`config.mk`:
```
export PLATFORM = sky130hd
export DESIGN_NAME = pll_lock_monitor
export DESIGN_NICKNAME = d
export VERILOG_FILES = /design/src/rtl/pll_lock_monitor_pkg.sv /design/src/rtl/pll_lock_monitor_debounce.sv /design/src/rtl/pll_lock_monitor.sv
export SDC_FILE = /design/constraint.sdc
export NUM_CORES = 1
export LEC_CHECK = 0
export BUFFER_PORTS_ARGS = -buffer_cell sky130_fd_sc_hd__buf_2
export CAP_MARGIN = 0
export CORE_ASPECT_RATIO = 0.7
export CORE_MARGIN = 10
export CORE_UTILIZATION = 23
export CTS_BUF_LIST = sky130_fd_sc_hd__clkbuf_2
export DETAILED_ROUTE_END_ITERATION = 12
export GPL_TIMING_DRIVEN = 0
export SETUP_SLACK_MARGIN = 0.4
export SYNTH_ARGS = -nofsm -noshare
export SYNTH_HDL_FRONTEND = slang
export SYNTH_SLANG_ARGS = --single-unit
```
`constraint.sdc`:
```
create_clock -name CLK -period 3.5 [get_ports CLK]
set_clock_uncertainty 0.1 [all_clocks]
set_input_delay 0.7 -clock CLK [delete_from_list [all_inputs] [get_ports CLK]]
set_output_delay 0.7 -clock CLK [all_outputs]
set_load 0.02 [all_outputs]
```
`src/rtl/pll_lock_monitor_pkg.sv`:
```
// Shared constants and types for the PLL lock-qualification block.
package pll_lock_monitor_pkg;

  localparam logic [15:0] DEF_DEB_LEN  = 16'd1000;
  localparam logic [15:0] DEF_LOSS_LEN = 16'd8;
  localparam logic [19:0] DEF_HOLDOFF  = 20'h3FFFF;
  localparam int          DEF_CNT_W    = 8;

  typedef enum logic {
    IDLE = 1'b0,
    HOLD = 1'b1
  } relock_state_t;

  // Mismatch-run length needed to flip a lock flag from its current value.
  function automatic logic [15:0] run_limit(input logic        ok,
                                            input logic [15:0] deb_len,
                                            input logic [15:0] loss_len);
    return ok ? loss_len : deb_len;
  endfunction

endpackage

```
`src/rtl/pll_lock_monitor_debounce.sv`:
```
// One lock channel: 2-flop synchronizer, asymmetric debounce counter and
// an error-driven force-clear of the qualified lock flag.
module lock_debounce
  import pll_lock_monitor_pkg::*;
#(
  parameter logic [15:0] DEB_LEN  = DEF_DEB_LEN,
  parameter logic [15:0] LOSS_LEN = DEF_LOSS_LEN
) (
  input  logic clk,
  input  logic rst_n,
  input  logic raw_lock,
  input  logic force_clr,
  output logic lock_ok
);

  logic        meta_reg;
  logic        sync_reg;
  logic        force_seen_reg;
  logic        ok_reg;
  logic        ok_next;
  logic [15:0] cnt_reg;
  logic [15:0] cnt_next;
  logic [15:0] cnt_inc;
  logic [15:0] limit;
  logic        eff_lock;

  // A synchronized error also masks the lock, so the channel reads as unlocked.
  assign eff_lock = sync_reg & ~force_clr;
  assign cnt_inc  = cnt_reg + 16'd1;
  assign limit    = run_limit(ok_reg, DEB_LEN, LOSS_LEN);

  always_comb begin
    ok_next  = ok_reg;
    cnt_next = 16'd0;
    if (force_seen_reg) begin
      ok_next = 1'b0;
    end else if (eff_lock != ok_reg) begin
      if (cnt_inc == limit) begin
        ok_next = eff_lock;
      end else begin
        cnt_next = cnt_inc;
      end
    end
  end

  // The force-clear acts one edge after the synchronized error is first seen.
  always_ff @(posedge clk or negedge rst_n) begin
    if (!rst_n) begin
      meta_reg       <= 1'b0;
      sync_reg       <= 1'b0;
      force_seen_reg <= 1'b0;
      ok_reg         <= 1'b0;
      cnt_reg        <= 16'd0;
    end else begin
      meta_reg       <= raw_lock;
      sync_reg       <= meta_reg;
      force_seen_reg <= force_clr;
      ok_reg         <= ok_next;
      cnt_reg        <= cnt_next;
    end
  end

  assign lock_ok = ok_reg;

endmodule

```
`src/rtl/pll_lock_monitor.sv`:
```
// Qualifies MMCM/QPLL lock for the POR sequencer, counts lock losses and
// issues a rate-limited relock request.
module pll_lock_monitor
  import pll_lock_monitor_pkg::*;
#(
  parameter logic [15:0] DEB_LEN  = DEF_DEB_LEN,
  parameter logic [15:0] LOSS_LEN = DEF_LOSS_LEN,
  parameter logic [19:0] HOLDOFF  = DEF_HOLDOFF,
  parameter int          CNT_W    = DEF_CNT_W
) (
  input  logic             CLK,
  input  logic             EOS,
  input  logic             MMCM_LOCK,
  input  logic             QPLL_LOCK,
  input  logic             QPLL_ERROR,
  input  logic             CLR_CNT,
  output logic             MMCM_LOCK_OK,
  output logic             QPLL_LOCK_OK,
  output logic             ALL_LOCKED,
  output logic             RELOCK_REQ,
  output logic [CNT_W-1:0] MMCM_LOSS_CNT,
  output logic [CNT_W-1:0] QPLL_LOSS_CNT
);

  localparam logic [CNT_W-1:0] CNT_MAX = '1;
  localparam logic [CNT_W-1:0] CNT_ONE = CNT_W'(1);

  logic             err_meta_reg;
  logic             s_err;
  logic [1:0]       raw_vec;
  logic [1:0]       force_vec;
  logic [1:0]       ok_vec;
  logic [1:0]       ok_prev_reg;
  logic [1:0]       fall_vec;
  logic [CNT_W-1:0] loss_cnt_reg [2];
  logic             all_locked_reg;

  relock_state_t    state_reg;
  relock_state_t    state_next;
  logic [19:0]      hold_cnt_reg;
  logic [19:0]      hold_cnt_next;
  logic             relock_reg;
  logic             relock_next;

  always_ff @(posedge CLK or negedge EOS) begin
    if (!EOS) begin
      err_meta_reg <= 1'b0;
      s_err        <= 1'b0;
    end else begin
      err_meta_reg <= QPLL_ERROR;
      s_err        <= err_meta_reg;
    end
  end

  // Channel 0 is the MMCM (never force-cleared), channel 1 the QPLL.
  assign raw_vec   = {QPLL_LOCK, MMCM_LOCK};
  assign force_vec = {s_err, 1'b0};

  genvar gi;
  generate
    for (gi = 0; gi < 2; gi++) begin : g_chan
      lock_debounce #(
        .DEB_LEN (DEB_LEN),
        .LOSS_LEN(LOSS_LEN)
      ) u_deb (
        .clk      (CLK),
        .rst_n    (EOS),
        .raw_lock (raw_vec[gi]),
        .force_clr(force_vec[gi]),
        .lock_ok  (ok_vec[gi])
      );

      // A clear coincident with a loss still records that loss.
      always_ff @(posedge CLK or negedge EOS) begin
        if (!EOS) begin
          loss_cnt_reg[gi] <= '0;
        end else if (CLR_CNT) begin
          loss_cnt_reg[gi] <= fall_vec[gi] ? CNT_ONE : '0;
        end else if (fall_vec[gi] && (loss_cnt_reg[gi] != CNT_MAX)) begin
          loss_cnt_reg[gi] <= loss_cnt_reg[gi] + CNT_ONE;
        end
      end
    end
  endgenerate

  assign fall_vec = ok_prev_reg & ~ok_vec;

  always_ff @(posedge CLK or negedge EOS) begin
    if (!EOS) begin
      ok_prev_reg    <= 2'b00;
      all_locked_reg <= 1'b0;
    end else begin
      ok_prev_reg    <= ok_vec;
      all_locked_reg <= &ok_vec;
    end
  end

  always_comb begin
    state_next    = state_reg;
    hold_cnt_next = hold_cnt_reg;
    relock_next   = 1'b0;
    case (state_reg)
      IDLE: begin
        if (|fall_vec) begin
          relock_next   = 1'b1;
          state_next    = HOLD;
          hold_cnt_next = 20'd0;
        end
      end
      HOLD: begin
        // Falls seen on the exit edge are deliberately swallowed.
        if (hold_cnt_reg == (HOLDOFF - 20'd1)) begin
          state_next    = IDLE;
          hold_cnt_next = 20'd0;
        end else begin
          hold_cnt_next = hold_cnt_reg + 20'd1;
        end
      end
      default: begin
        state_next    = IDLE;
        hold_cnt_next = 20'd0;
      end
    endcase
  end

  always_ff @(posedge CLK or negedge EOS) begin
    if (!EOS) begin
      state_reg    <= IDLE;
      hold_cnt_reg <= 20'd0;
      relock_reg   <= 1'b0;
    end else begin
      state_reg    <= state_next;
      hold_cnt_reg <= hold_cnt_next;
      relock_reg   <= relock_next;
    end
  end

  assign MMCM_LOCK_OK  = ok_vec[0];
  assign QPLL_LOCK_OK  = ok_vec[1];
  assign ALL_LOCKED    = all_locked_reg;
  assign RELOCK_REQ    = relock_reg;
  assign MMCM_LOSS_CNT = loss_cnt_reg[0];
  assign QPLL_LOSS_CNT = loss_cnt_reg[1];

endmodule

```
==> results by stage, run 1 <==
Setup path:
- The highest fanout seen on the critical path is 10.
- For the worst flop-to-flop path, the logic depth is 9.
- The nature of the critical path endpoint is a flip-flop.
- The signal on the critical path passes through ha_1, nand3_1, buf_2, o21ai_0, or4b_4, a2111oi_4, o2111ai_2, o21bai_4, nor2_1.
- The number of buffers and inverters on the critical path is 1.
- The signal arrival time at the worst endpoint is around 3.2 ns.
- The worst setup path startpoint is g_chan[1].u_deb.cnt_reg[1].
- Among cell families on the critical path, the largest total delay comes from compound AO/OA/AOI/OAI gates.
- The kind of launch point of the worst setup path is a flip-flop.
- The cell at the slowest stage of the critical path is sky130_fd_sc_hd__or4b_4.
- The path type of the worst setup path is reg -> reg.
- The delay of the slowest cell on the worst path is 0.48 ns.
- The reg2reg setup slack is roughly 0.63 ns.
- At the worst endpoint, the required time is 3.84 ns.
- The endpoint of the most critical register-to-register path is g_chan[1].u_deb.cnt_reg[6].
- The startpoint identified for the worst register-to-register timing path is g_chan[1].u_deb.cnt_reg[1].

Yosys:
- Among all flip-flop cells after synthesis, the most frequent one is sky130_fd_sc_hd__dfrtp_1.
- In this run, synthesis produced a sequential element count of between 80 and 90.
- The share of flip-flops with an asynchronous set or reset after synthesis is 100.0%.
- Yosys printed 0 warnings.
- The number of distinct library cells after synthesis is 51.
- In this run the cell area of the synthesized design comes to between 4000 and 5000 um2.
- The sequential area share after synthesis is about 47%.
- The number of nets in the synthesized netlist is around 490.
- A synthesized cell averages 9.057 um2.
- Synthesis produced a netlist whose cell count is between 400 and 500.
- Yosys mapped a number of flops with a built-in enable equal to 0.

Detailed routing:
- The routed via count is 3491.
- The first detailed-routing pass took 4 iterations.
- Summed over all nets, wire length on met3 after detailed routing comes to around 550 um.
- Summed over all layers, the routed wires come to a little over 9 mm.
- In the routed design, unresolved DRC markers number 0.
- The length of routed wiring on met1 is roughly 5.2 mm.
- After detailed routing, no signal wire sits above met4.
- The average wire per cell in the routed design is 12.15 um.
- The met2 wire length is between 3 and 4 mm.
- In the routed layout, each cell is associated on average with a via count of about 4.6.
- The number of DRC markers after the initial detailed-route iteration is between 200 and 300.
- The count of nets left with antenna violations after detail routing is 0.

CTS:
- Clock-pin slew was measured on the worst setup and hold paths at roughly 0.21 ns.
- The CTS H-tree depth is 3.
- The longest clock path from root to sink contains 2 buffers.
- The cell sitting at the root of the clock tree is a sky130_fd_sc_hd__clkbuf_2.
- The clock tree from TritonCTS is built.
- Clock tree synthesis inserted a total of 9 buffers.
- Counting every sink on the clock net gives 82.
- At the later pin of the worst-skew pair, clock insertion delay measures 0.54 ns.

Min path:
- The count of cells along the worst hold path is 1.
- For hold timing, the worst endpoint is err_meta_reg.
- The source of the worst hold timing path is QPLL_ERROR.
- The worst min-delay path class is in -> reg.

Placement:
- At the end of routability-driven placement, the weighted congestion stood at roughly 0.8.
- The port buffer count is 24.
- The post-placement cell area is ~4800 um2.
- The HPWL after detailed placement is 6.728 mm.

Layout:
- The net count of the finished layout is between 500 and 600.
- The flip-flop count of the largest register, all copies and words added is 32.
- The library cell used most frequently in the layout, excluding fill and tap cells, is sky130_fd_sc_hd__dfrtp_1.
- The final instance area is approximately 5000 um2.
- The area growth from synthesis to layout is 13.18%.
- The repair_antennas step left the layout with diodes totalling 0.
- After filler insertion, the fill cell instance count of the layout stands at 1991.
- The post-route netlist has between 10 and 15% of its cells at a drive strength greater than 1.
- The library cells used most frequently in the layout, excluding fill and tap cells, are sky130_fd_sc_hd__dfrtp_1 (80), sky130_fd_sc_hd__nor2_1 (76), sky130_fd_sc_hd__o21ai_0 (42).
- At the end of the flow the core is filled with cells to between 20% and 30%.

Power and ir drop:
- The overall power of the completed layout is around 1.5 mW.
- The peak supply drop is between 0.0001 and 0.00015 V.
- For this design the static power due to leakage is 1.985 nW.
- The cell area power density is 307.1 nW/um2.

Die:
- In this run the count of I/O pins placed on the die edge is 26.
- The standard cell core area is around 19000 um2.
- The initial utilization of the core area, before any placement, comes to a little under a quarter.
- The initialized floorplan defines 42 standard-cell rows.
- The vertical extent of the die is around 140 um.
- The die area is about 25000 um2.
- The die is between 150 and 200 um wide.

Global route:
- The number of antenna violations at the first check in global routing is 0.
- Entering global routing, the biggest net connects 60 pins.
- Summed over all layers, the global routing overflow is 0.
- Global routing used roughly 7.8% of the available tracks across all layers.
- The via count of the first global-routing pass is approximately 3100.
- The wire length of the first global-routing pass is ~16 mm.

STA:
- Adding up every negative setup slack in the final design gives 0 ns.
- The highest achievable clock rate is about 350 MHz.
- Setup violations remaining at the end of the flow were counted as 0.
- The share of the clock period used by the worst path after layout is between 80 and 90%.
- The count of endpoints failing hold in the final timing report was 0.
- Subtracting the final worst setup slack from the clock period gives around 2.9 ns.
- The worst pin sits at a relative slew slack of between 60 and 70%.
- Setup repair after global routing could not meet its margin everywhere.
- The number of max-slew violations in the final report was 0.
- The worst hold-check slack is 0.1575 ns.
- The slew at the pin with the worst max-slew slack is between 0.5 and 0.6 ns.

Status:
- The run finished with clean final reports.

Run:
- Across the run, the number of max-cap violations was 0.
-- area by class of cell --
cell class                 instances  area (um2)  share of cell area (%)
clock inverter                     5       55.05                   1.114
clock buffer                      11       55.05                   1.114
tap                              242       302.8                   6.128
buffer                            24       102.6                   2.076
sequential                        82        2054                   41.58
inverter                           9       33.78                  0.6837
timing repair buffer              26       160.2                   3.241
multi-input combinational        367        2177                   44.06
-- cells in the mapped netlist, types with 7 or more instances --
cell type	count	area share (%)
sky130_fd_sc_hd__nor2_1	76	6.5
sky130_fd_sc_hd__xor2_1	22	4.4
sky130_fd_sc_hd__dfrtp_1	82	47
sky130_fd_sc_hd__or3_1	8	1.1
sky130_fd_sc_hd__nor3_1	19	2.2
sky130_fd_sc_hd__inv_1	9	0.77
sky130_fd_sc_hd__a21oi_1	11	1.3
sky130_fd_sc_hd__nand2_1	36	3.1
sky130_fd_sc_hd__clkbuf_1	17	1.5
sky130_fd_sc_hd__o31ai_1	8	1.4
sky130_fd_sc_hd__xnor2_1	20	4.0
sky130_fd_sc_hd__nor2b_1	13	1.9
sky130_fd_sc_hd__nand4_1	15	2.1
sky130_fd_sc_hd__and3_1	7	1.0
sky130_fd_sc_hd__nand3_1	28	3.2
sky130_fd_sc_hd__o21ai_0	42	4.8
-- per-layer routing --
metal  vias up  track usage (%)
li1       1763                -
met1      1656            12.23
met2        65            9.668
met3         7            2.572
met4         0            1.485
met5         -                0
-- worst max path at each step --
stage	endpoint	depth (start not counted)
finish	g_chan[1].u_deb.cnt_reg[6]	9
global route	g_chan[1].u_deb.cnt_reg[3]	9
detailed placement	g_chan[1].u_deb.cnt_reg[6]	9
global placement	g_chan[1].u_deb.cnt_reg[6]	9
floorplan	g_chan[1].u_deb.cnt_reg[3]	9
CTS	g_chan[1].u_deb.cnt_reg[6]	9
-- kinds of logic (layout without fill, tap and decap cells) --
group                    count (synthesis)  count (layout)  synth area share [%]
AO/OA/AOI/OAI                           91              91                 14.10
XOR/XNOR                                42              42                 8.426
adder cells (fa/ha/maj)                  6               6                 1.720
buffers and inverters                   33              75                 3.124
flip-flops                              82              82                 47.00
multiplexers                             2               2                0.4586
AND/OR/NAND/NOR                        226             226                 25.16
-- timing repair --
item                       4_1_cts  5_1_grt
setup endpoints to repair        0       18
setup buffers                    0        0
hold endpoints to repair        23        0
hold buffers                     1        0
resized for setup                0        2
-- where the power goes --
part	internal, mW	total, mW	leakage (nW)	switching, mW
sequential	0.957	0.966	1.12	0.00899
combinational	0.0146	0.0510	0.793	0.0364
clock	0.168	0.501	0.0679	0.333
total	1.14	1.52	1.99	0.378
-- metrics by stage --
step                setup slack [ns]  cells
finish                        0.6294    766
global route                  0.3720    766
CTS                           0.5638    766
detailed placement            0.6012    749
global placement              0.5891    748
floorplan                     0.9826    482
No activity file was read; power rests on OpenSTA's default activity.
==> run 2: changes to the inputs <==
Clock period 3.5 ns to 2.75 ns, I/O delays scaled along.
==> results by stage, run 2 (synthesis gave the netlist of run 1 again) <==
Setup path:
- The endpoint of the most critical register-to-register path is g_chan[0].u_deb.cnt_reg[8] (was g_chan[1].u_deb.cnt_reg[6]).
- The startpoint of the most critical register-to-register path is g_chan[0].u_deb.cnt_reg[1] (was g_chan[1].u_deb.cnt_reg[1]).
- The path type of the worst setup path is reg -> reg (unchanged).
- The kind of launch point of the worst setup path is a flip-flop (unchanged).
- The signal arrival time at the worst endpoint is 2.92 ns (was 3.21 ns).
- The highest fanout seen on the critical path is 5 (was 10).
- The worst setup path startpoint is g_chan[0].u_deb.cnt_reg[1] (was g_chan[1].u_deb.cnt_reg[1]).
- The termination of the worst setup path is g_chan[0].u_deb.cnt_reg[8] (was g_chan[1].u_deb.cnt_reg[6]).
- The nature of the critical path endpoint was a flip-flop (unchanged).
- The cell count of the worst reg-to-reg path is 10 (was 9).
- The reg2reg setup slack is 0.15 ns (was 0.63 ns).
- The required time reported for the critical path endpoint is 3.07 ns (was 3.84 ns).

Detailed routing:
- The post-detailed-route via-to-cell ratio is 4.598 (was 4.557).
- The average wire per cell in the routed design was 12.95 um (was 12.15 um).
- The number of remaining DRC errors is 0 (unchanged).
- The count of nets left with antenna violations after detail routing is 0 (unchanged).
- The routed via count is 3646 (was 3491).
- The routed wire length was 10.27 mm (was 9.305 mm).
- The first-pass iteration count of the detailed router is 5 (was 4).
- The number of DRC markers after the initial detailed-route iteration is 259 (was 262).

CTS:
- The cell at the root of the clock tree is sky130_fd_sc_hd__clkbuf_2 (unchanged).
- The count of clock tree sinks came to 82 (unchanged).
- The buffer levels on the longest clock path is 2 (unchanged).
- The insertion delay of the later-clocked pin in the worst-skew pair is 0.54 ns (about the same).
- The CTS H-tree depth is 3 (unchanged).
- The clock-pin slew on the worst setup and hold paths is 0.24 ns (was 0.21 ns).
- The clock tree from TritonCTS is built (unchanged).
- The total CTS buffers was 9 (unchanged).

Layout:
- The flip-flop count of the largest register, all copies and words added is 32 (unchanged).
- The area of combinational cells with multiple inputs came to 2379 um2 (was 2177 um2).
- The final instance area is 5388 um2 (was 4941 um2).
- The share of layout cells above drive strength 1 is 22.87% (was 10.88%).
- The utilization of the core after routing is 28.72% (was 26.34%).
- The synthesis-to-finish area growth is 23.42% (was 13.18%).
- The antenna diode count is 0 (unchanged).
- The number of nets in the finished design is 559 (was 531).
- The most common cell after layout, fill and taps aside is sky130_fd_sc_hd__dfrtp_1 (unchanged).
- The flip-flop and latch area was 2061 um2 (was 2054 um2).
- Top library cells by usage in the layout, fill and taps aside: sky130_fd_sc_hd__dfrtp_1 (75), sky130_fd_sc_hd__nor2_1 (65), sky130_fd_sc_hd__o21ai_0 (38) (was sky130_fd_sc_hd__dfrtp_1 (80), sky130_fd_sc_hd__nor2_1 (76), sky130_fd_sc_hd__o21ai_0 (42)).
- The total of fill cells in the finished design is 1988 (was 1991).
- The count of placed standard cells in the final layout, fillers left out came to 793 (was 766).

STA:
- The number of max-slew violations in the final report is 0 (unchanged).
- The count of endpoints failing hold in the final timing report is 0 (unchanged).
- Unrepaired setup endpoints after global routing: true (unchanged).
- The slew at the pin with the worst max-slew slack is 0.5668 ns (was 0.5531 ns).
- The final period demand of the worst path is 2.602 ns (was 2.871 ns).
- The number of setup violations in the final report came to 0 (unchanged).
- The worst relative slew slack is 61.94% (was 62.86%).
- The summed negative setup slack over all endpoints was 0 ns (unchanged).
- The highest achievable clock rate is 384.3 MHz (was 348.4 MHz).
- The final critical-path setup slack is 0.1480 ns (was 0.6294 ns).
- The share of the clock period used by the worst path after layout is 94.62% (was 82.02%).
- The worst hold-check slack came to 0.2773 ns (was 0.1575 ns).

Die:
- The number of ports placed on the die boundary came to 26 (unchanged).
- The initial standard-cell utilization of the core is 23.27% (unchanged).
- The die width came to 184.7 um (unchanged).
- The vertical extent of the die is 135.3 um (unchanged).
- The number of placement rows came to 42 (unchanged).
- The die area was 24980 um2 (unchanged).
- The standard cell core area is 18760 um2 (unchanged).

Global route:
- The residual overflow from global routing is 0 (unchanged).
- The wire length of the first global-routing pass is 17.21 mm (was 16.06 mm).
- The maximum number of pins on one net before global-route repair came to 65 (was 60).
- The total global-route track usage is 8.366% (was 7.767%).
- The via count of the first global-routing pass was 3357 (was 3110).
- The number of antenna violations at the first check in global routing is 0 (unchanged).

Power and ir drop:
- The peak supply drop came to 0.0001415 V (was 0.0001249 V).
- The overall power of the completed layout is 1.835 mW (was 1.517 mW).
- The leakage power was 2.148 nW (was 1.985 nW).
- The cell area power density is 340.5 nW/um2 (was 307.1 nW/um2).

Placement:
- The worst setup slack after placement is 0.07089 ns (was 0.6012 ns).
- The port buffer count was 24 (unchanged).
- The HPWL after detailed placement is 6.909 mm (was 6.728 mm).
- The weighted congestion reported at the end of routability-driven placement is 0.7914 (was 0.8088).
- The post-placement cell area is 4871 um2 (was 4818 um2).
- The post-placement cell count is 749 (unchanged).

Min path:
- The worst min-delay path class is in -> async (was in -> reg).

Status:
- Result of the run: finished, final reports clean (unchanged).

Run:
- The reported max-cap violation count is 0 (unchanged).
run 2: cell types whose count changed in the layout (fill, tap and decap cells not counted), sizes merged:
cell         previous run  this run
clkinv                  2         3
clkinvlp                2         1
bufinv                  1         0
buf                    32        57
dlygate4sd3             1         4
run 2: repair_timing:
item | CTS | global route
setup buffers | 19 | 5
gates cloned | 1 | 0
gates resized for setup | 42 | 26
hold buffers | 4 | 0
pin swaps | 17 | 12
hold endpoints to repair | 21 | 0
endpoints found under the setup margin | 41 | 42
run 2: how the worst min path moves through the flow:
stage	end	slack, ns	cells past startpoint
floorplan	ALL_LOCKED	0.15	0
global placement	s_err	0.24	0
detailed placement	s_err	0.25	0
CTS	g_chan[0].u_deb.cnt_reg[7]	0.23	2
global route	g_chan[0].u_deb.cnt_reg[7]	0.23	2
finish	g_chan[0].u_deb.cnt_reg[7]	0.28	2
run 2: final cells by class:
type | count | share of cell area (%)
tap | 242 | 5.620
inverter | 9 | 0.6270
clock buffer | 11 | 1.022
buffer | 24 | 2.880
sequential | 82 | 38.25
timing repair buffer | 54 | 7.083
multi-input combinational | 367 | 44.15
clock inverter | 4 | 0.3716
run 2: metal layers:
layer | vias up | global-route usage (%) | share of wire, %
met1 | 1758 | 12.39 | 53
met4 | 0 | 1.485 | 0.26
met3 | 4 | 2.787 | 5.2
li1 | 1826 | - | -
met2 | 58 | 11.45 | 41
met5 | - | 0 | 0
run 2: critical path, cell delays in order (launching register included):
cell                        delay (ns)
sky130_fd_sc_hd__dfrtp_2          0.44
sky130_fd_sc_hd__ha_4             0.13
sky130_fd_sc_hd__buf_8            0.10
sky130_fd_sc_hd__nand4_1          0.15
sky130_fd_sc_hd__nor4_2           0.34
sky130_fd_sc_hd__xnor2_1          0.21
sky130_fd_sc_hd__o2111ai_2        0.22
sky130_fd_sc_hd__a2111oi_4        0.39
sky130_fd_sc_hd__or2_4            0.21
sky130_fd_sc_hd__buf_8            0.14
sky130_fd_sc_hd__nor2_1           0.05
run 2: power breakdown:
| part | internal [mW] | switching [mW] |
|---|---|---|
| logic | 0.0345 | 0.0578 |
| registers | 1.22 | 0.00797 |
| clock network | 0.114 | 0.402 |
==> run 3: changes to the inputs <==
Settings changed: REMOVE_ABC_BUFFERS from default to 1.
==> results by stage, run 3 (synthesis gave the netlist of run 1 again) <==
Power and ir drop:
- The cell area power density is 365.2 nW/um2 (was 340.5 nW/um2).
- The leakage power is 2.126 nW (was 2.148 nW).
- The peak supply drop is 0.0001351 V (was 0.0001415 V).

STA:
- The worst hold-check slack came to 0.2729 ns (was 0.2773 ns).
- Unrepaired setup endpoints after global routing: true (unchanged).
- The number of max-slew violations in the final report is 0 (unchanged).
- The share of the clock period used by the worst path after layout came to 89.97% (was 94.62%).
- The highest achievable clock rate is 404.2 MHz (was 384.3 MHz).
- The number of setup violations in the final report is 0 (unchanged).
- The slew at the pin with the worst max-slew slack is 0.7019 ns (was 0.5668 ns).
- The worst relative slew slack is 52.87% (was 61.94%).
- The count of endpoints failing hold in the final timing report is 0 (unchanged).
- The final period demand of the worst path is 2.474 ns (was 2.602 ns).
- The final critical-path setup slack is 0.2758 ns (was 0.1480 ns).

Detailed routing:
- The number of remaining DRC errors is 0 (unchanged).
- The routed via count is 3589 (was 3646).
- The number of DRC markers after the initial detailed-route iteration is 183 (was 259).
- The routed wire length was 9.880 mm (was 10.27 mm).
- The post-detailed-route via-to-cell ratio came to 4.607 (was 4.598).
- The first-pass iteration count of the detailed router is 4 (was 5).
- The average wire per cell in the routed design is 12.68 um (was 12.95 um).
- The count of nets left with antenna violations after detail routing is 0 (unchanged).

CTS:
- The CTS H-tree depth is 3 (unchanged).
- The clock tree from TritonCTS is built (unchanged).
- The insertion delay of the later-clocked pin in the worst-skew pair is 0.55 ns (was 0.54 ns).
- The count of clock tree sinks is 82 (unchanged).
- The cell at the root of the clock tree is sky130_fd_sc_hd__clkbuf_2 (unchanged).
- The clock-pin slew on the worst setup and hold paths is 0.23 ns (was 0.24 ns).
- The buffer levels on the longest clock path is 2 (unchanged).
- The total CTS buffers is 9 (unchanged).

Global route:
- The residual overflow from global routing came to 0 (unchanged).
- The total global-route track usage is 8.005% (was 8.366%).
- The via count of the first global-routing pass is 3254 (was 3357).
- The maximum number of pins on one net before global-route repair was 48 (was 65).
- The wire length of the first global-routing pass came to 16.49 mm (was 17.21 mm).
- The number of antenna violations at the first check in global routing is 0 (unchanged).

Die:
- The number of placement rows is 42 (unchanged).
- The vertical extent of the die was 135.3 um (unchanged).
- The die area is 24980 um2 (unchanged).
- The initial standard-cell utilization of the core was 23.27% (unchanged).
- The standard cell core area is 18760 um2 (unchanged).
- The die width is 184.7 um (unchanged).
- The number of ports placed on the die boundary is 26 (unchanged).

Layout:
- The count of placed standard cells in the final layout, fillers left out came to 779 (was 793).
- The final instance area is 5314 um2 (was 5388 um2).
- The area of combinational cells with multiple inputs was 2354 um2 (was 2379 um2).
- The antenna diode count is 0 (unchanged).
- The synthesis-to-finish area growth was 21.73% (was 23.42%).
- The total of fill cells in the finished design is 1953 (was 1988).
- The flip-flop and latch area is 2064 um2 (was 2061 um2).
- The number of nets in the finished design is 544 (was 559).
- Top library cells by usage in the layout, fill and taps aside: sky130_fd_sc_hd__dfrtp_1 (72), sky130_fd_sc_hd__nor2_1 (69), sky130_fd_sc_hd__o21ai_0 (40) (was sky130_fd_sc_hd__dfrtp_1 (75), sky130_fd_sc_hd__nor2_1 (65), sky130_fd_sc_hd__o21ai_0 (38)).
- The most common cell after layout, fill and taps aside is sky130_fd_sc_hd__dfrtp_1 (unchanged).
- The flip-flop count of the largest register, all copies and words added is 32 (unchanged).
- The share of layout cells above drive strength 1 is 21.60% (was 22.87%).

Placement:
- The HPWL after detailed placement is 6.585 mm (was 6.909 mm).
- The post-placement cell area is 4766 um2 (was 4871 um2).
- The worst setup slack after placement is -0.2101 ns (was 0.07089 ns).
- The post-placement cell count is 728 (was 749).
- The weighted congestion reported at the end of routability-driven placement is 0.8072 (was 0.7914).
- The port buffer count is 25 (was 24).

Setup path:
- The delay of the slowest cell on the worst path came to 0.45 ns (was 0.44 ns).
- The endpoint of the most critical register-to-register path was g_chan[0].u_deb.cnt_reg[3] (was g_chan[0].u_deb.cnt_reg[8]).
- The path type of the worst setup path is reg -> reg (unchanged).
- Ordered cell list for the critical path: buf_4, nand2_1, or3_1, a21oi_1, o2111ai_2, a2111oi_4, or2_4, nor2_1 (was ha_4, buf_8, nand4_1, nor4_2, xnor2_1, o2111ai_2, a2111oi_4, or2_4, buf_8, nor2_1).
- The reg2reg setup slack came to 0.28 ns (was 0.15 ns).
- The required time reported for the critical path endpoint was 3.11 ns (was 3.07 ns).
- The cell count of the worst reg-to-reg path is 8 (was 10).
- The cell at the slowest stage of the critical path is sky130_fd_sc_hd__dfrtp_1 (was sky130_fd_sc_hd__dfrtp_2).
- The startpoint of the most critical register-to-register path was g_chan[0].u_deb.cnt_reg[1] (unchanged).
- The nature of the critical path endpoint is a flip-flop (unchanged).
- The signal arrival time at the worst endpoint came to 2.83 ns (was 2.92 ns).
- The kind of launch point of the worst setup path is a flip-flop (unchanged).
- The highest fanout seen on the critical path is 7 (was 5).

Run:
- The reported max-cap violation count is 0 (unchanged).

Status:
- Result of the run: finished, final reports clean (unchanged).

Min path:
- The worst min-delay path class is in -> reg (was in -> async).
- The source of the worst hold timing path is CLR_CNT.
- The count of cells along the worst hold path is 2.
- The worst hold path endpoint is MMCM_LOSS_CNT[1].
==> run 3: timing repair <==
item                                    in CTS  in global routing
buffers inserted                            23                  7
pin swaps                                   13                 14
hold endpoints to repair                    38                  0
hold buffers                                 4                  0
endpoints found under the setup margin      27                 38
resized for setup                           26                 21
cloned                                       1                  0
==> run 3: per-stage QoR <==
stage | setup TNS (ns) | power (mW) | util [%]
global placement | -34.19 | 1.307 | 25.00
floorplan | -10.51 | 1.266 | -
detailed placement | -1.734 | 1.313 | 25.40
finish | 0 | 1.941 | 28.32
CTS | 0 | 1.975 | 27.58
global route | 0 | 2.048 | 28.32
==> run 3: worst max path at each step <==
| stage | startpoint | end | slack [ns] | depth (start not counted) |
|---|---|---|---|---|
| 2_1_floorplan | hold_cnt_reg[8] | hold_cnt_reg[8] | -0.70 | 6 |
| 3_3_place_gp | hold_cnt_reg[8] | hold_cnt_reg[8] | -1.90 | 6 |
| 3_5_place_dp | g_chan[1].u_deb.cnt_reg[0] | g_chan[1].u_deb.cnt_reg[6] | -0.21 | 8 |
| 5_1_grt | g_chan[0].u_deb.cnt_reg[1] | g_chan[0].u_deb.cnt_reg[6] | 0.14 | 8 |
| 4_1_cts | g_chan[1].u_deb.cnt_reg[1] | g_chan[1].u_deb.cnt_reg[1] | 0.34 | 9 |
| 6_report | g_chan[0].u_deb.cnt_reg[1] | g_chan[0].u_deb.cnt_reg[3] | 0.28 | 8 |
==> run 3: layout make-up <==
cell class	instances	area share, %
Multi-Input combinational cell	368	44.29
Sequential cell	82	38.85
Timing Repair Buffer	62	8.547
Tap cell	242	5.698
Clock inverter	7	1.130
Clock buffer	9	0.8477
Inverter	9	0.6357
==> run 3: critical path: cells and delay by family, from the launching register on <==
family | cells | cell delay (ns)
AOI/OAI and AO/OA | 3 | 0.84
buffers and inverters | 1 | 0.16
DFF | 1 | 0.45
and+or+nand+nor | 4 | 0.84
==> run 3: power breakdown <==
| part | switching, mW | total, mW | internal (mW) |
|---|---|---|---|
| combinational | 0.0547 | 0.0861 | 0.0314 |
| clock | 0.429 | 0.629 | 0.200 |
| sequential | 0.00827 | 1.23 | 1.22 |
==> run 3: per-layer routing <==
metal / GRT usage [%] / vias up / share of wire, %
li1: - / 1799 / -
met1: 11.64 / 1723 / 52
met2: 11.27 / 60 / 42
met3: 2.653 / 7 / 5.4
met4: 1.350 / 0 / 0.44
met5: 0 / - / 0
